<file path="config.mk">
export PLATFORM = sky130hd
export DESIGN_NAME = vanilla_core_trace_window_ctrl
export DESIGN_NICKNAME = d
export VERILOG_FILES = /design/src/rtl/bsg_manycore_trace_pkg.sv /design/src/rtl/vanilla_core_trace_window_chan.sv /design/src/rtl/vanilla_core_trace_window_ctrl.sv
export SDC_FILE = /design/constraint.sdc
export NUM_CORES = 1
export LEC_CHECK = 0
export ABC_AREA = 1
export BUFFER_PORTS_ARGS = -buffer_cell sky130_fd_sc_hd__buf_4
export CAP_MARGIN = 20
export CORE_MARGIN = 4
export CORE_UTILIZATION = 50
export CTS_BUF_LIST = sky130_fd_sc_hd__clkbuf_8
export CTS_CLUSTER_SIZE = 16
export DETAILED_ROUTE_END_ITERATION = 16
export GPL_ROUTABILITY_DRIVEN = 0
export PLACE_DENSITY = 0.85
export SYNTH_ARGS = -nofsm -noshare
export SYNTH_HDL_FRONTEND = slang
export SYNTH_SLANG_ARGS = --single-unit
</file>
<file path="constraint.sdc">
create_clock -name clk_i -period 4.5 [get_ports clk_i]
set_input_delay 0.45 -clock clk_i [delete_from_list [all_inputs] [get_ports clk_i]]
set_output_delay 0.45 -clock clk_i [all_outputs]
set_load 0.03 [all_outputs]
</file>
<file path="src/rtl/bsg_manycore_trace_pkg.sv">
// Shared definitions for the vanilla-core trace-window controller.
// The pattern localparams double as the encodings emitted by the software trigger macros.
package bsg_manycore_trace_pkg;

  typedef enum logic [1:0] {
    IDLE,
    ACTIVE,
    DRAIN,
    DONE
  } trace_window_state_e;

  // addi x0,x0,0 and addi x1,x0,0 style no-ops used as start/end markers.
  localparam logic [31:0] trace_start_pattern_gp = 32'h0000_0013;
  localparam logic [31:0] trace_end_pattern_gp   = 32'h0000_0093;
  localparam logic [31:0] trace_pattern_mask_gp  = 32'hFFFF_FFFF;

endpackage

</file>
<file path="src/rtl/vanilla_core_trace_window_chan.sv">
// One monitored core: masked start/end trigger match plus its active bit.
// Updates apply only while en_i is high; clear_i forces the bit low and wins over triggers.
module vanilla_core_trace_window_chan
  import bsg_manycore_trace_pkg::*;
#(
  parameter int unsigned              data_width_p    = 32,
  parameter logic [data_width_p-1:0]  start_pattern_p = data_width_p'(trace_start_pattern_gp),
  parameter logic [data_width_p-1:0]  end_pattern_p   = data_width_p'(trace_end_pattern_gp),
  parameter logic [data_width_p-1:0]  pattern_mask_p  = data_width_p'(trace_pattern_mask_gp)
) (
  input  logic                    clk_i,
  input  logic                    reset_i,
  input  logic                    instr_v_i,
  input  logic [data_width_p-1:0] instr_i,
  input  logic                    en_i,
  input  logic                    clear_i,
  output logic                    start_o,
  output logic                    end_o,
  output logic                    active_next_o,
  output logic                    active_o
);

  logic active_q, active_d;

  assign start_o = instr_v_i & ((instr_i & pattern_mask_p) == (start_pattern_p & pattern_mask_p));
  assign end_o   = instr_v_i & ((instr_i & pattern_mask_p) == (end_pattern_p & pattern_mask_p));

  // Next active bit: end beats start on the same channel.
  always_comb begin
    active_d = active_q;
    if (clear_i) begin
      active_d = 1'b0;
    end else if (en_i) begin
      if (end_o) begin
        active_d = 1'b0;
      end else if (start_o) begin
        active_d = 1'b1;
      end
    end
  end

  // Active bit register.
  always_ff @(posedge clk_i or posedge reset_i) begin
    if (reset_i) begin
      active_q <= 1'b0;
    end else begin
      active_q <= active_d;
    end
  end

  assign active_next_o = active_d;
  assign active_o      = active_q;

endmodule

</file>
<file path="src/rtl/vanilla_core_trace_window_ctrl.sv">
// Global measurement-window controller across a group of vanilla cores.
// A window is open while any core is active; on close a report (id, length) is handed off
// over valid/ready. Optional forced close after a cycle limit: BSG_TRACE_WINDOW_TIMEOUT_EN.
module vanilla_core_trace_window_ctrl
  import bsg_manycore_trace_pkg::*;
#(
  parameter int unsigned              num_channels_p  = 4,
  parameter int unsigned              data_width_p    = 32,
  parameter logic [data_width_p-1:0]  start_pattern_p = data_width_p'(trace_start_pattern_gp),
  parameter logic [data_width_p-1:0]  end_pattern_p   = data_width_p'(trace_end_pattern_gp),
  parameter logic [data_width_p-1:0]  pattern_mask_p  = data_width_p'(trace_pattern_mask_gp),
  parameter int unsigned              cycle_width_p   = 32,
  parameter int unsigned              max_windows_p   = 8
`ifdef BSG_TRACE_WINDOW_TIMEOUT_EN
  , parameter int unsigned            timeout_cycles_p = 1024
`endif
) (
  input  logic                                   clk_i,
  input  logic                                   reset_i,
  input  logic [num_channels_p-1:0]              instr_v_i,
  input  logic [num_channels_p*data_width_p-1:0] instr_i,
  output logic                                   window_en_o,
  output logic [num_channels_p-1:0]              active_mask_o,
  output logic                                   report_v_o,
  input  logic                                   report_ready_i,
  output logic [$clog2(max_windows_p+1)-1:0]     report_id_o,
  output logic [cycle_width_p-1:0]               report_cycles_o,
`ifdef BSG_TRACE_WINDOW_TIMEOUT_EN
  output logic                                   timeout_o,
`endif
  output logic                                   dropped_o,
  output logic                                   done_o
);

  localparam int unsigned IdWidth = $clog2(max_windows_p + 1);

  trace_window_state_e       state_q, state_d;
  logic [cycle_width_p-1:0]  cnt_q, cnt_d;
  logic [IdWidth-1:0]        id_q, id_d;
  logic                      dropped_q, dropped_d;
  logic [num_channels_p-1:0] start_li, end_li, active_next_li;
  logic                      chan_en, chan_clear, timeout_fire, handshake, ignoring;

`ifdef BSG_TRACE_WINDOW_TIMEOUT_EN
  logic timeout_q;
  assign timeout_fire = (state_q == ACTIVE) && (cnt_q == cycle_width_p'(timeout_cycles_p));

  // Sticky timeout flag.
  always_ff @(posedge clk_i or posedge reset_i) begin
    if (reset_i) begin
      timeout_q <= 1'b0;
    end else if (timeout_fire) begin
      timeout_q <= 1'b1;
    end
  end
  assign timeout_o = timeout_q;
`else
  assign timeout_fire = 1'b0;
`endif

  assign ignoring   = (state_q == DRAIN) || (state_q == DONE);
  assign chan_en    = (state_q == IDLE) || (state_q == ACTIVE);
  assign chan_clear = ignoring || timeout_fire;
  assign handshake  = report_v_o & report_ready_i;

  for (genvar i = 0; i < num_channels_p; i++) begin : g_chan
    vanilla_core_trace_window_chan #(
      .data_width_p    (data_width_p),
      .start_pattern_p (start_pattern_p),
      .end_pattern_p   (end_pattern_p),
      .pattern_mask_p  (pattern_mask_p)
    ) u_chan (
      .clk_i         (clk_i),
      .reset_i       (reset_i),
      .instr_v_i     (instr_v_i[i]),
      .instr_i       (instr_i[i*data_width_p +: data_width_p]),
      .en_i          (chan_en),
      .clear_i       (chan_clear),
      .start_o       (start_li[i]),
      .end_o         (end_li[i]),
      .active_next_o (active_next_li[i]),
      .active_o      (active_mask_o[i])
    );
  end

  // State, counter, id and sticky-drop registers.
  always_ff @(posedge clk_i or posedge reset_i) begin
    if (reset_i) begin
      state_q   <= IDLE;
      cnt_q     <= '0;
      id_q      <= '0;
      dropped_q <= 1'b0;
    end else begin
      state_q   <= state_d;
      cnt_q     <= cnt_d;
      id_q      <= id_d;
      dropped_q <= dropped_d;
    end
  end

  // Next-state logic; a timeout empties the mask via chan_clear, so it closes like a last end.
  always_comb begin
    state_d   = state_q;
    cnt_d     = cnt_q;
    id_d      = id_q;
    dropped_d = dropped_q | (ignoring & (|(start_li | end_li)));
    unique case (state_q)
      IDLE: begin
        if (|active_next_li) begin
          state_d = ACTIVE;
          cnt_d   = cycle_width_p'(1);
        end
      end
      ACTIVE: begin
        if (active_next_li == '0) begin
          state_d = DRAIN;
        end else if (cnt_q != '1) begin
          cnt_d = cnt_q + cycle_width_p'(1);
        end
      end
      DRAIN: begin
        if (handshake) begin
          id_d    = id_q + IdWidth'(1);
          state_d = (id_d == IdWidth'(max_windows_p)) ? DONE : IDLE;
        end
      end
      DONE: begin
        state_d = DONE;
      end
      default: begin
        state_d = IDLE;
      end
    endcase
  end

  // Outputs decoded from registered state only.
  always_comb begin
    window_en_o     = (state_q == ACTIVE);
    report_v_o      = (state_q == DRAIN);
    done_o          = (state_q == DONE);
    report_id_o     = id_q;
    report_cycles_o = cnt_q;
    dropped_o       = dropped_q;
  end

endmodule

</file>
## Yosys cells after proc, flatten, opt, wreduce, memory -nomap -nowiden

Cells that the tools add are included.
Widths: inputs -> output; s select.

| word-level totals | value |
|---|---|
| word-level logic and storage cells | 75 |
| register bits after elaboration | 43 |
| output and inout port bits | 44 |

| operators by class | value |
|---|---|
| eq/ne operators | 18 |
| bitwise operators | 12 |
| add/subtract/negate cells | 2 |
| reduce and logical (&&, ||, !) cells | 10 |
| multiplexer cells | 25 |

Operators by type and width:

| kind | number |
|---|---|
| $eq 32x5->1 const B | 4 |
| $eq 32x8->1 const B | 4 |
| $mux 32 | 3 |
| $pmux 32 s2 | 1 |
| $add 32x1->32 const B | 1 |
| $ne 32x32->1 const B | 1 |
| $mux 1 | 16 |
| $and 1x1->1 | 10 |
| $mux 2 | 4 |
| $ne 2x1->1 const B | 4 |
| $pmux 2 s4 | 1 |
| $reduce_or 4->1 | 2 |
| $add 4x1->4 const B | 1 |
| $eq 2x2->1 const B | 2 |
| $eq 4x4->1 const B | 1 |
| $logic_not 4->1 | 1 |
| $or 4x4->4 | 1 |
| $reduce_and 4->1 | 1 |
| $reduce_and 3->1 | 1 |
| $eq 2x1->1 const B | 1 |
| $logic_not 2->1 | 1 |
| $logic_or 1x1->1 | 2 |
| $ne 2x2->1 const B | 1 |
| $reduce_and 2->1 | 1 |
| other kinds (2) | 2 |

## Longest topological paths before layout

| depth | value |
|---|---|
| depth in word-level cells | 9 |
| mapped depth | 16 |

## Modules after synthesis

A second synthesis with hierarchy kept.

| second synthesis, totals | value |
|---|---|
| cell total of the unflattened synthesis | 576 |
| area total of the unflattened synthesis | 3,573.4 um^2 |

Modules (own cells, without submodules):

| module | cells an instance | seq. area each (um^2) | instances | area an instance (um^2) |
|---|---|---|---|---|
| vanilla_core_trace_window_ctrl | 404 | 975.9 | 1 | 2,707.6 |
| vanilla_core_trace_window_chan | 43 | 25.0 | 4 | 216.5 |

## Worst setup path after synthesis

No wires, ideal clock.

| timing path | value |
|---|---|
| path type | register -> register |
| start point | reg cnt_q[1], in the netlist report_cycles_o[1] |
| end point | reg cnt_q[31], in the netlist report_cycles_o[31] |
| period minus slack after synthesis | 1,973 ps |
| path slack | 2,527 ps |
| arrival time | 1,850 ps |
| library setup time | 122 ps |
| cell stages (with the launch flop) | 14 |
| path buffers | 1 |
| data required time | 4,378 ps |
| path through | dfrtp_1 > ha_1 > nand3_2 > inv_2 > nand2_2 > inv_2 > nand2_1 > nor2_1 > nand3_1 > o21bai_2 > inv_2 > nand2_8 > buf_6 > o21ai_1 |

| between the ends | value |
|---|---|
| cells in the longest elaborated chain, start to end | 4 |
| elaborated cells on any way between the ends | 7 |
| those cells by class | add/sub: 1; eq/ne: 2; mux: 3; reduce/logical: 1 |

Ends and longest elaborated chain:

| element | line | text |
|---|---|---|
| start: declaration | vanilla_core_trace_window_ctrl.sv:38 | `logic [cycle_width_p-1:0] cnt_q, cnt_d;` |
| start signal: assignment | vanilla_core_trace_window_ctrl.sv:95 | `cnt_q <= cnt_d;` |
| $add 32x1->32 | vanilla_core_trace_window_ctrl.sv:118 | `cnt_d = cnt_q + cycle_width_p'(1);` |
| $mux 32 | vanilla_core_trace_window_ctrl.sv:117 | `end else if (cnt_q != '1) begin` |
| $mux 32 | vanilla_core_trace_window_ctrl.sv:115 | `if (active_next_li == '0) begin` |
| $pmux 32 s2 | vanilla_core_trace_window_ctrl.sv:107 | `unique case (state_q)` |

Parallel ways exist; a longest one is shown, timed or not. The select of a mux whose other input is x is not followed.
A chain may end at the register's enable or synchronous reset.

## Final worst setup path

| timing path | value |
|---|---|
| start point | reg state_q[1] |
| end point | out window_en_o |

| between the ends | value |
|---|---|
| cells in the longest elaborated chain, start to end | 1 |

Ends and longest elaborated chain:

| element | line | text |
|---|---|---|
| start: declaration | vanilla_core_trace_window_ctrl.sv:37 | `trace_window_state_e state_q, state_d;` |
| start signal: assignment | vanilla_core_trace_window_ctrl.sv:94 | `state_q <= state_d;` |
| $eq 2x1->1 | vanilla_core_trace_window_ctrl.sv:138 | `window_en_o = (state_q == ACTIVE);` |
| end: declaration | vanilla_core_trace_window_ctrl.sv:22 | `output logic window_en_o,` |

No other way between the ends.

==> flow_metrics.tcl <==
set metrics [dict create \
    status "finished, final reports clean" \
    critical_path_cell_count 2 \
    drc_errors 0 \
    final_common_cell "buf_4" \
    drtPass1Iterations 5 \
    crit_path_end_kind "output port" \
    reg2reg_from "report_cycles_o[1]" \
    initial_core_util_pct 52.0 \
    r2r_cells 13 \
    yosys.area_share.simple_pct 48.7 \
    die_area_mm2 0.00908 \
    core-area_mm2 0.00733 \
    power_frac_comb_pct 18.9 \
    finalSetupViolations 0 \
    crit_buf_inv 1 \
    finalCritPeriodShare_pct 52.3 \
    internal_power_uw 599 \
    max-slew-margin-rel_pct 39.6 \
    clock-sinks 43 \
    drv_slew 0 \
    post_cts_buffers 0 \
    cts_buffers 5 \
    switchingPower_uw 188 \
    vias 4493 \
    crit_path_start "state_q[1]" \
    fmax_ghz 0.425 \
    cpLargestDelayFamily "simple AND/OR/NAND/NOR gates" \
    clock_path_buffers 2 \
    area_growth_pct 37.9 \
    place_hpwl_um 9750 \
    ir_worst_vdd_mv 0.123 \
    syn_area_per_cell_um2 6.15 \
    wire_per_inst_um 13.3 \
    ioPinCount 179 \
    ant_nets 0 \
    grt_pass1_wl_um 18300 \
    cts_resized 0 \
    insertion_delay_ns 0.30 \
    utilization_pct 71.7 \
    wl_um 11900 \
    synth_edf_count 0 \
    worstMarginPinSlew_ns 0.905 \
    drive_above_1_share_pct 32.1 \
    fin_worst_skew_ns 0.00634 \
    first_global_vias 4283 \
    gr-total-overflow 0 \
    path_class "reg2out" \
    synth_top_family_by_area "simple AND/OR/NAND/NOR gates" \
    grtUsageTotal_pct 25.1 \
    grt_max_degree 65 \
    hold_buffers 0 \
    synth_fa_ha_area_share_pct 0.986 \
    place.port_buffers 178 \
    powerDensity_mw_per_mm2 150 \
    muxShareOfSynthArea_pct 0.296 \
    ctsHtreeMaxLevel 2 \
    cts_tree "built" \
    critPathMaxStageDelay_ns 0.77 \
    synthesis.instances 619 \
    hold_violations 0 \
    ys_warn_count 0 \
    netlist_area_mm2 0.00381 \
    routed_via_density 5.04 \
    ys_types 31 \
    seqPwrFrac_pct 49.4 \
    rows 31 \
    r2r-end "report_cycles_o[11]" \
    maxCapViolCount 0 \
    critPathLaunchType "register" \
    die_x_um 95.3 \
    worstPathCellList "nor2_2 > buf_4" \
    ys_seq_area_share_pct 28.3 \
    layout_common_cells "180 x buf_4, 173 x nand2_1, 144 x nor2_1, 67 x inv_1, 43 x dfrtp_1" \
    synth-compound-area-share_pct 9.89 \
    crit_path_end "window_en_o" \
    async_flop_share_pct 100 \
    nets 930 \
    post-synth-top-area-fraction_pct 28.3 \
    worst_path_max_delay_cell "nor2_2" \
    synth_nets 757 \
    rsz0062_at_grt "false" \
    p_clk_share_pct 31.6 \
    finalSetupTns_ns 0 \
    synth_flop_cell "dfrtp_1" \
    ys_ff_latch 43 \
    min_period_ns 2.35 \
    yosys-top-cells-area "dfrtp_1 28%, nand2_1 17%, nor2_1 14%" \
    power.leakage_uw 0.00265 \
    n_antenna_cell 0 \
    drt_iter0_markers 256 \
    clk_pin_slew_worst_paths_ns 0.08 \
    p_sw_share_pct 23.9 \
    synthXorXnorAreaFrac_pct 1.84 \
    fp.dieH_um 95.3 \
    root_buffer "clkbuf_8" \
    yosysTopAreaCell "dfrtp_1" \
    rrSetupSlack_ns 2.31 \
    cp_max_fo 21 \
    antenna_found_initial 0 \
    arrival_ns 1.90 \
    hold_path.class "in2async" \
    crit_required_ns 4.05 \
]
-- Yosys cell counts (5+ instances only) --
cell type	count
a21oi_1	7
buf_6	5
dfrtp_1	43
inv_1	67
nand2_1	173
nand2_2	12
nand3_1	39
nand4_1	18
nor2_1	145
nor3_1	13
o21ai_0	7
o21ai_2	28
or2_2	17
xor2_1	8
-- registers in the layout, summed over array words and instances, names as in the netlist --
name	cells
dropped_o	1
report_id_o	4
g_chan.u_chan.active_o	4
state_q	2
report_cycles_o	32
-- cell type report --
class	count	area, um2
clock buffers	6	82.6
flip-flops and latches	43	1080
multi-input cells	492	2350
fillers	648	2080
inverters	70	263
repair buffers	180	1350
well taps	99	124
clock inverters	1	5.00
-- through the flow --
step / area (um2) / hold WS (ns) / cells / setup slack, ns / total power [uW]
floorplan: 3810 / 0.533 / 619 / 2.53 / 438
global placement: 5160 / 0.445 / 884 / 2.30 / 542
detailed placement: 5160 / 0.469 / 884 / 2.22 / 546
CTS: 5250 / 0.307 / 891 / 2.17 / 789
global route: 5250 / 0.338 / 891 / 2.05 / 820
finish: 5250 / 0.281 / 891 / 2.15 / 787
-- tightest hold or removal path: cells and delay by family --
kind	cells	cell delay (ns)
buffers and inverters	3	0.58
-- cells by family (layout without fill, tap and decap cells) --
group	after synthesis	count (layout)
XOR/XNOR	8	8
AO/OA/AOI/OAI	51	51
AND/OR/NAND/NOR	429	429
flip-flops	43	43
multiplexers	1	1
buffers and inverters	84	257
adder cells (fa/ha/maj)	3	3
-- per-layer routing --
metal	vias up	track usage (%)	wire [um]
li1	2285	-	-
met1	2027	28.6	4580
met2	161	47.8	6130
met3	20	3.87	960
met4	0	7.45	215
met5	-	0	0
-- power by group through the flow --
| stage | Sequential [uW] | Combinational (uW) | Clock (uW) |
|---|---|---|---|
| 2_1_floorplan | 399 | 38.3 | 0 |
| 5_1_grt | 389 | 164 | 266 |
| 6_report | 389 | 149 | 249 |
| 3_5_place_dp | 397 | 149 | 0 |
| 4_1_cts | 389 | 150 | 250 |
| 3_3_place_gp | 397 | 145 | 0 |
-- how the worst min path moves through the flow --
| stage | cells after the start | slack (ns) | to | startpoint |
|---|---|---|---|---|
| detailed placement | 1 | 0.47 | dropped_o | dropped_o |
| global route | 3 | 0.34 | report_cycles_o[27] | reset_i |
| finish | 3 | 0.28 | dropped_o | reset_i |
| global placement | 1 | 0.45 | dropped_o | dropped_o |
| CTS | 3 | 0.31 | report_cycles_o[27] | reset_i |
| floorplan | 4 | 0.53 | g_chan[1].u_chan.active_o | g_chan[1].u_chan.active_o |
No activity file was read; power rests on OpenSTA's default activity.
